## src/rtl/vga_timing.sv

```systemverilog
// VGA raster generator: pixel/line counters with registered row, col, sync and blank outputs.
// Optional frame counter output enabled by defining VGA_FRAME_COUNT_EN.
module vga_timing #(
  parameter int H_VISIBLE = 800,
  parameter int H_FRONT   = 40,
  parameter int H_SYNC    = 128,
  parameter int H_BACK    = 88,
  parameter int V_VISIBLE = 600,
  parameter int V_FRONT   = 1,
  parameter int V_SYNC    = 4,
  parameter int V_BACK    = 23,
  parameter int SYNC_POS  = 1
) (
  input  logic        clock,
  input  logic        reset,
  input  logic        pix_en,
  output logic [9:0]  row,
  output logic [9:0]  col,
  output logic        hsync,
  output logic        vsync,
  output logic        blank,
  output logic        line_start,
  output logic        frame_start
`ifdef VGA_FRAME_COUNT_EN
  ,
  output logic [15:0] frame_cnt
`endif
);

  localparam int H_TOTAL = H_VISIBLE + H_FRONT + H_SYNC + H_BACK;
  localparam int V_TOTAL = V_VISIBLE + V_FRONT + V_SYNC + V_BACK;

  if (H_TOTAL > 2047 || V_TOTAL > 1023) begin : g_bad_timing
    $error("vga_timing: H_TOTAL must be <= 2047 and V_TOTAL <= 1023");
  end

  localparam logic [10:0] H_LAST     = 11'(H_TOTAL - 1);
  localparam logic [10:0] H_VIS_END  = 11'(H_VISIBLE);
  localparam logic [10:0] HS_BEGIN   = 11'(H_VISIBLE + H_FRONT);
  localparam logic [10:0] HS_END     = 11'(H_VISIBLE + H_FRONT + H_SYNC);
  localparam logic [9:0]  V_LAST     = 10'(V_TOTAL - 1);
  localparam logic [9:0]  V_VIS_END  = 10'(V_VISIBLE);
  localparam logic [9:0]  VS_BEGIN   = 10'(V_VISIBLE + V_FRONT);
  localparam logic [9:0]  VS_END     = 10'(V_VISIBLE + V_FRONT + V_SYNC);
  localparam logic        SYNC_ON    = (SYNC_POS != 0);

  logic [10:0] hcount, h_next;
  logic [9:0]  vcount, v_next;
  logic        h_wrap, frame_wrap;
  logic        blank_next, hs_next, vs_next;

  // Outputs are decoded from the next-state counters so they line up with the
  // counter values they describe, with no extra pipeline stage.
  always_comb begin
    h_wrap     = (hcount == H_LAST);
    frame_wrap = h_wrap && (vcount == V_LAST);
    h_next     = h_wrap ? 11'd0 : hcount + 11'd1;
    if (frame_wrap)  v_next = 10'd0;
    else if (h_wrap) v_next = vcount + 10'd1;
    else             v_next = vcount;
    blank_next = !((h_next < H_VIS_END) && (v_next < V_VIS_END));
    hs_next    = (h_next >= HS_BEGIN) && (h_next < HS_END);
    vs_next    = (v_next >= VS_BEGIN) && (v_next < VS_END);
  end

  // NOTE: state registers use non-blocking assignments so every flop samples
  // the pre-edge values computed above, independent of statement order.
  always_ff @(posedge clock) begin
    if (!reset) begin
      hcount      <= 11'd0;
      vcount      <= 10'd0;
      row         <= 10'd0;
      col         <= 10'd0;
      blank       <= 1'b0;
      hsync       <= !SYNC_ON;
      vsync       <= !SYNC_ON;
      line_start  <= 1'b1;
      frame_start <= 1'b1;
    end else if (pix_en) begin
      hcount      <= h_next;
      vcount      <= v_next;
      col         <= blank_next ? 10'd0 : h_next[9:0];
      row         <= blank_next ? 10'd0 : v_next;
      blank       <= blank_next;
      hsync       <= hs_next ? SYNC_ON : !SYNC_ON;
      vsync       <= vs_next ? SYNC_ON : !SYNC_ON;
      line_start  <= (h_next == 11'd0);
      frame_start <= (h_next == 11'd0) && (v_next == 10'd0);
    end
  end

`ifdef VGA_FRAME_COUNT_EN
  always_ff @(posedge clock) begin
    if (!reset)                   frame_cnt <= 16'd0;
    else if (pix_en && frame_wrap) frame_cnt <= frame_cnt + 16'd1;
  end
`endif

endmodule

```

## config.mk

```make
export PLATFORM = sky130hd
export DESIGN_NAME = vga_timing
export DESIGN_NICKNAME = d
export VERILOG_FILES = /design/src/rtl/vga_timing.sv
export SDC_FILE = /design/constraint.sdc
export NUM_CORES = 1
export LEC_CHECK = 0
export BUFFER_PORTS_ARGS = -buffer_cell sky130_fd_sc_hd__buf_2
export CORE_ASPECT_RATIO = 1.25
export CORE_UTILIZATION = 46
export CTS_CLUSTER_DIAMETER = 200
export DETAILED_ROUTE_END_ITERATION = 8
export PLACE_DENSITY = 0.75
export SLEW_MARGIN = 20
export SYNTH_ARGS = -nofsm -noshare
export SYNTH_HDL_FRONTEND = slang
export SYNTH_SLANG_ARGS = --single-unit
```

## constraint.sdc

```tcl
create_clock -name clock -period 3.27 [get_ports clock]
set_input_delay 0.1635 -clock clock [delete_from_list [all_inputs] [get_ports clock]]
set_output_delay 0.1635 -clock clock [all_outputs]
set_load 0.01 [all_outputs]
```

==> impl_summary.txt <==
----------------------------------------------------
[Logic synthesis]
  Mean area per synthesized cell ... 7.95 sq um
  Most frequently used flop master after synthesis ... sky130_fd_sc_hd__dfxtp_1
  Number of enable-type register cells in the synthesized netlist ... 0
  Cell count after synthesis ... 335
  Post-synth ARST share ... 0%
  YS warnings ... 0
  Count of cell types in the netlist ... 56
  Sequential fraction of the synthesis area ... 34.6%
  Cell taking the most area after synthesis ... sky130_fd_sc_hd__dfxtp_1
  Biggest area contributors in the synthesized netlist ... sky130_fd_sc_hd__dfxtp_1 (35%), sky130_fd_sc_hd__nand2_1 (5.5%), sky130_fd_sc_hd__nor2_1 (5.1%)
  Syn_nets ... 340
  Number of register bits inferred by synthesis ... 46
  Post-synth design cell area ... 2660 sq um
  Fraction of synthesized cell area taken by the top area cell type ... 34.6%

[Pwr]
  Leakage power ... 1.10 nW
  Psw ... 0.268 mW
  Fraction of power consumed by sequential logic ... 53.2%
  Total internal power ... 0.825 mW
  Net switching fraction of the power ... 24.5%
  Maximum VDD drop ... 0.000251 V
  Ratio of total power to cell area ... 374 nW/um^2
  Relative contribution of the clock network to total power ... 39.9%
  Gate power share ... 7.0%

[Place]
  Placer Congestion ... 0.957
  Post-DP Area ... 2810 sq um
  IO buf count ... 27
  Pre-CTS setup slack ... 0.293 ns
  Final HPWL from detailed placement ... 4570 um
  Number of cells in the design after placement ... 405

[Clock network]
  Hold-fix buffers, CTS ... 0
  Root buffer selected by CTS ... sky130_fd_sc_hd__clkbuf_8
  CTS tree ... yes
  Post-CTS setup buffer count ... 0
  Clock slew seen by the registers of the worst setup and hold paths ... 0.09 ns
  Total number of clock tree sinks ... 46
  Post-CTS resize count ... 0
  Insertion delay of the later-clocked pin in the worst-skew pair ... 0.30 ns
  Maximum buffer depth of the clock tree ... 2
  Number of buffers created by CTS ... 5
  # H-tree levels ... 2

[STA]
  Final hold viol count ... 0
  Max transition margin ... 37.2%
  Fin crit share ... 91.6%
  Final hold slack ... 0.214 ns
  Setup repair after global routing missed its margin ... no
  Worst setup skew after layout ... 0.00685 ns
  Maximum operating frequency ... 334 MHz
  Setup violators final ... 0
  Setup TNS after final layout ... 0 ns
  Final worst slack ... 0.274 ns
  Period minus WS final ... 3.00 ns
  Number of slew-limit violations in the final report ... 0
  Worst-margin pin slew ... 0.939 ns

[Die]
  X dimension of the die ... 70.0 um
  Total number of placement rows ... 30
  Vertical extent of the die ... 87.1 um
  I/O pin count ... 28
  Area of the core ... 5520 sq um
  Initial Utilization ... 48.3%
  Die outline area ... 6100 sq um

[Setup path]
  Worst Setup EP ... col[3]
  Data arrival time of the critical path ... 3.22 ns
  Worst setup path start ... hcount[0]
  Endpoint class of the critical path ... flip-flop
  Critical path class ... reg2reg
  Critical path startpoint category ... flip-flop
  Critical R2R Capture ... col[3]
  Worst reg2reg setup slack ... 0.27 ns
  Largest driver fanout on the critical path ... 13
  Source of the worst register-to-register timing path ... hcount[0]
  CP required ... 3.49 ns
  FF-to-FF path depth ... 8

[Detailed routing]
  Total number of vias ... 2435
  Total routed wirelength ... 6320 um
  Number of optimization iterations in the first detailed-route pass ... 4
  DRT met1 WL ... 2870 um
  Highest metal used ... met4
  WL/cell ... 15.3 um
  Number of remaining DRC errors ... 0
  Number of vias per cell after detailed routing ... 5.90
  Met3 Wirelength ... 258 um
  WL met2 ... 3070 um
  Detail Route Antenna Nets ... 0
  Violation count after the first detailed-route iteration ... 210

[Global routing]
  Via count of the first global-routing pass ... 2241
  Number of antenna violations at the first check in global routing ... 0
  Overall fraction of global-route tracks in use ... 21.8%
  Maximum number of pins on one net before global-route repair ... 29
  Global-route wire length before repair ... 10600 um
  Remaining global-route overflow ... 0

[Layout]
  Most common library cell in the layout ignoring fill and taps ... sky130_fd_sc_hd__dfxtp_1
  Final instance area ... 2920 sq um
  Finished Layout Cells ... 413
  Diodes inserted ... 0
  Layout area overhead ... 9.63%
  Highest-count cells in the layout ignoring fill and taps ... sky130_fd_sc_hd__dfxtp_1 (46), sky130_fd_sc_hd__nand2_1 (39), sky130_fd_sc_hd__nor2_1 (36)
  Nets ... 353
  Share of cells above drive strength 1 ... 19.8%

[Worst hold path]
  Path class of the lowest-slack min-delay path ... in2reg

[Flow run]
  Reported max-cap violation count ... 0

[Outcome]
  Status ... finished clean

----------------------------------------------------
## area by class of cell
type                    instances  area (sq um)
clock buffers                   5          68.8
clock inverters                 3          43.8
fillers                       521          2600
inverters                       4          15.0
multi-input cells             253          1570
flip-flops and latches         46           921
well taps                      64          80.1
repair buffers                 38           218
## sequential cells by signal, indices dropped and copies added, names as in the netlist
name,flops
hcount,11
vsync,1
line_start,1
vcount,10
blank,1
row,10
col,10
hsync,1
frame_start,1
## per-layer routing
metal	vias up	global-route usage (%)
li1	1217	-
met2	67	36.6
met3	12	4.17
met1	1139	27.4
met5	-	0
met4	0	9.27
## worst max-delay path, stage by stage (launching register included)
cell and delay, ns:
sky130_fd_sc_hd__dfxtp_1 0.43, sky130_fd_sc_hd__ha_1 0.20, sky130_fd_sc_hd__nand4_1 0.22, sky130_fd_sc_hd__or3_1 0.56
sky130_fd_sc_hd__or3_4 0.45, sky130_fd_sc_hd__xnor2_2 0.15, sky130_fd_sc_hd__o211ai_2 0.27, sky130_fd_sc_hd__nand4_4 0.32
sky130_fd_sc_hd__o31ai_1 0.31
## how the worst min path moves through the flow
stage	start	to	slack, ns	cells past startpoint
after floorplan	reset	blank	0.30	2
after global placement	col[3]	col[3]	0.43	2
after detailed placement	vsync	vsync	0.44	1
after CTS	reset	blank	0.20	3
after global routing	reset	blank	0.22	3
final	reset	blank	0.21	3
## through the flow
stage	utilization, %	total power [mW]
after floorplan	-	0.648
after global placement	50.9	0.668
after detailed placement	50.9	0.670
after CTS	52.9	1.10
after global routing	52.9	1.14
final	52.9	1.09
## power groups by stage
stage | combinational [mW] | clock (mW) | sequential, mW
after floorplan | 0.0541 | 0 | 0.594
after global placement | 0.0744 | 0 | 0.593
after detailed placement | 0.0761 | 0 | 0.593
after CTS | 0.0762 | 0.448 | 0.581
after global routing | 0.0837 | 0.471 | 0.583
final | 0.0762 | 0.435 | 0.581
## cell usage after synthesis (all sizes together) (2+ instances only)
master,instances
dfxtp,46
nand2,39
nor2,36
o21ai,23
a21oi,20
clkbuf,19
buf,13
xnor2,13
nand3,12
a211oi,11
xor2,11
nor3,10
and3,8
nand4,8
a31oi,7
o31ai,5
or3,5
a31o,3
and2,3
inv,3
nor4,3
and4,2
ha,2
mux2i,2
nor2b,2
nor3b,2
nor4b,2
o211ai,2
o21a,2
o21bai,2
o22ai,2
or2,2
## kinds of logic (layout without fill, tap and decap cells)
| family | Yosys count | count (layout) | share of synthesized area (%) |
|---|---|---|---|
| buffers and inverters | 36 | 50 | 6.34 |
| DFF | 46 | 46 | 34.6 |
| AOI/OAI and AO/OA | 86 | 86 | 22.3 |
| adders and majority gates | 2 | 2 | 0.940 |
| xor gates and xnor gates | 24 | 24 | 8.18 |
| and+or+nand+nor | 139 | 139 | 26.9 |
| muxes | 2 | 2 | 0.752 |
(Power assumes the default switching activity.)
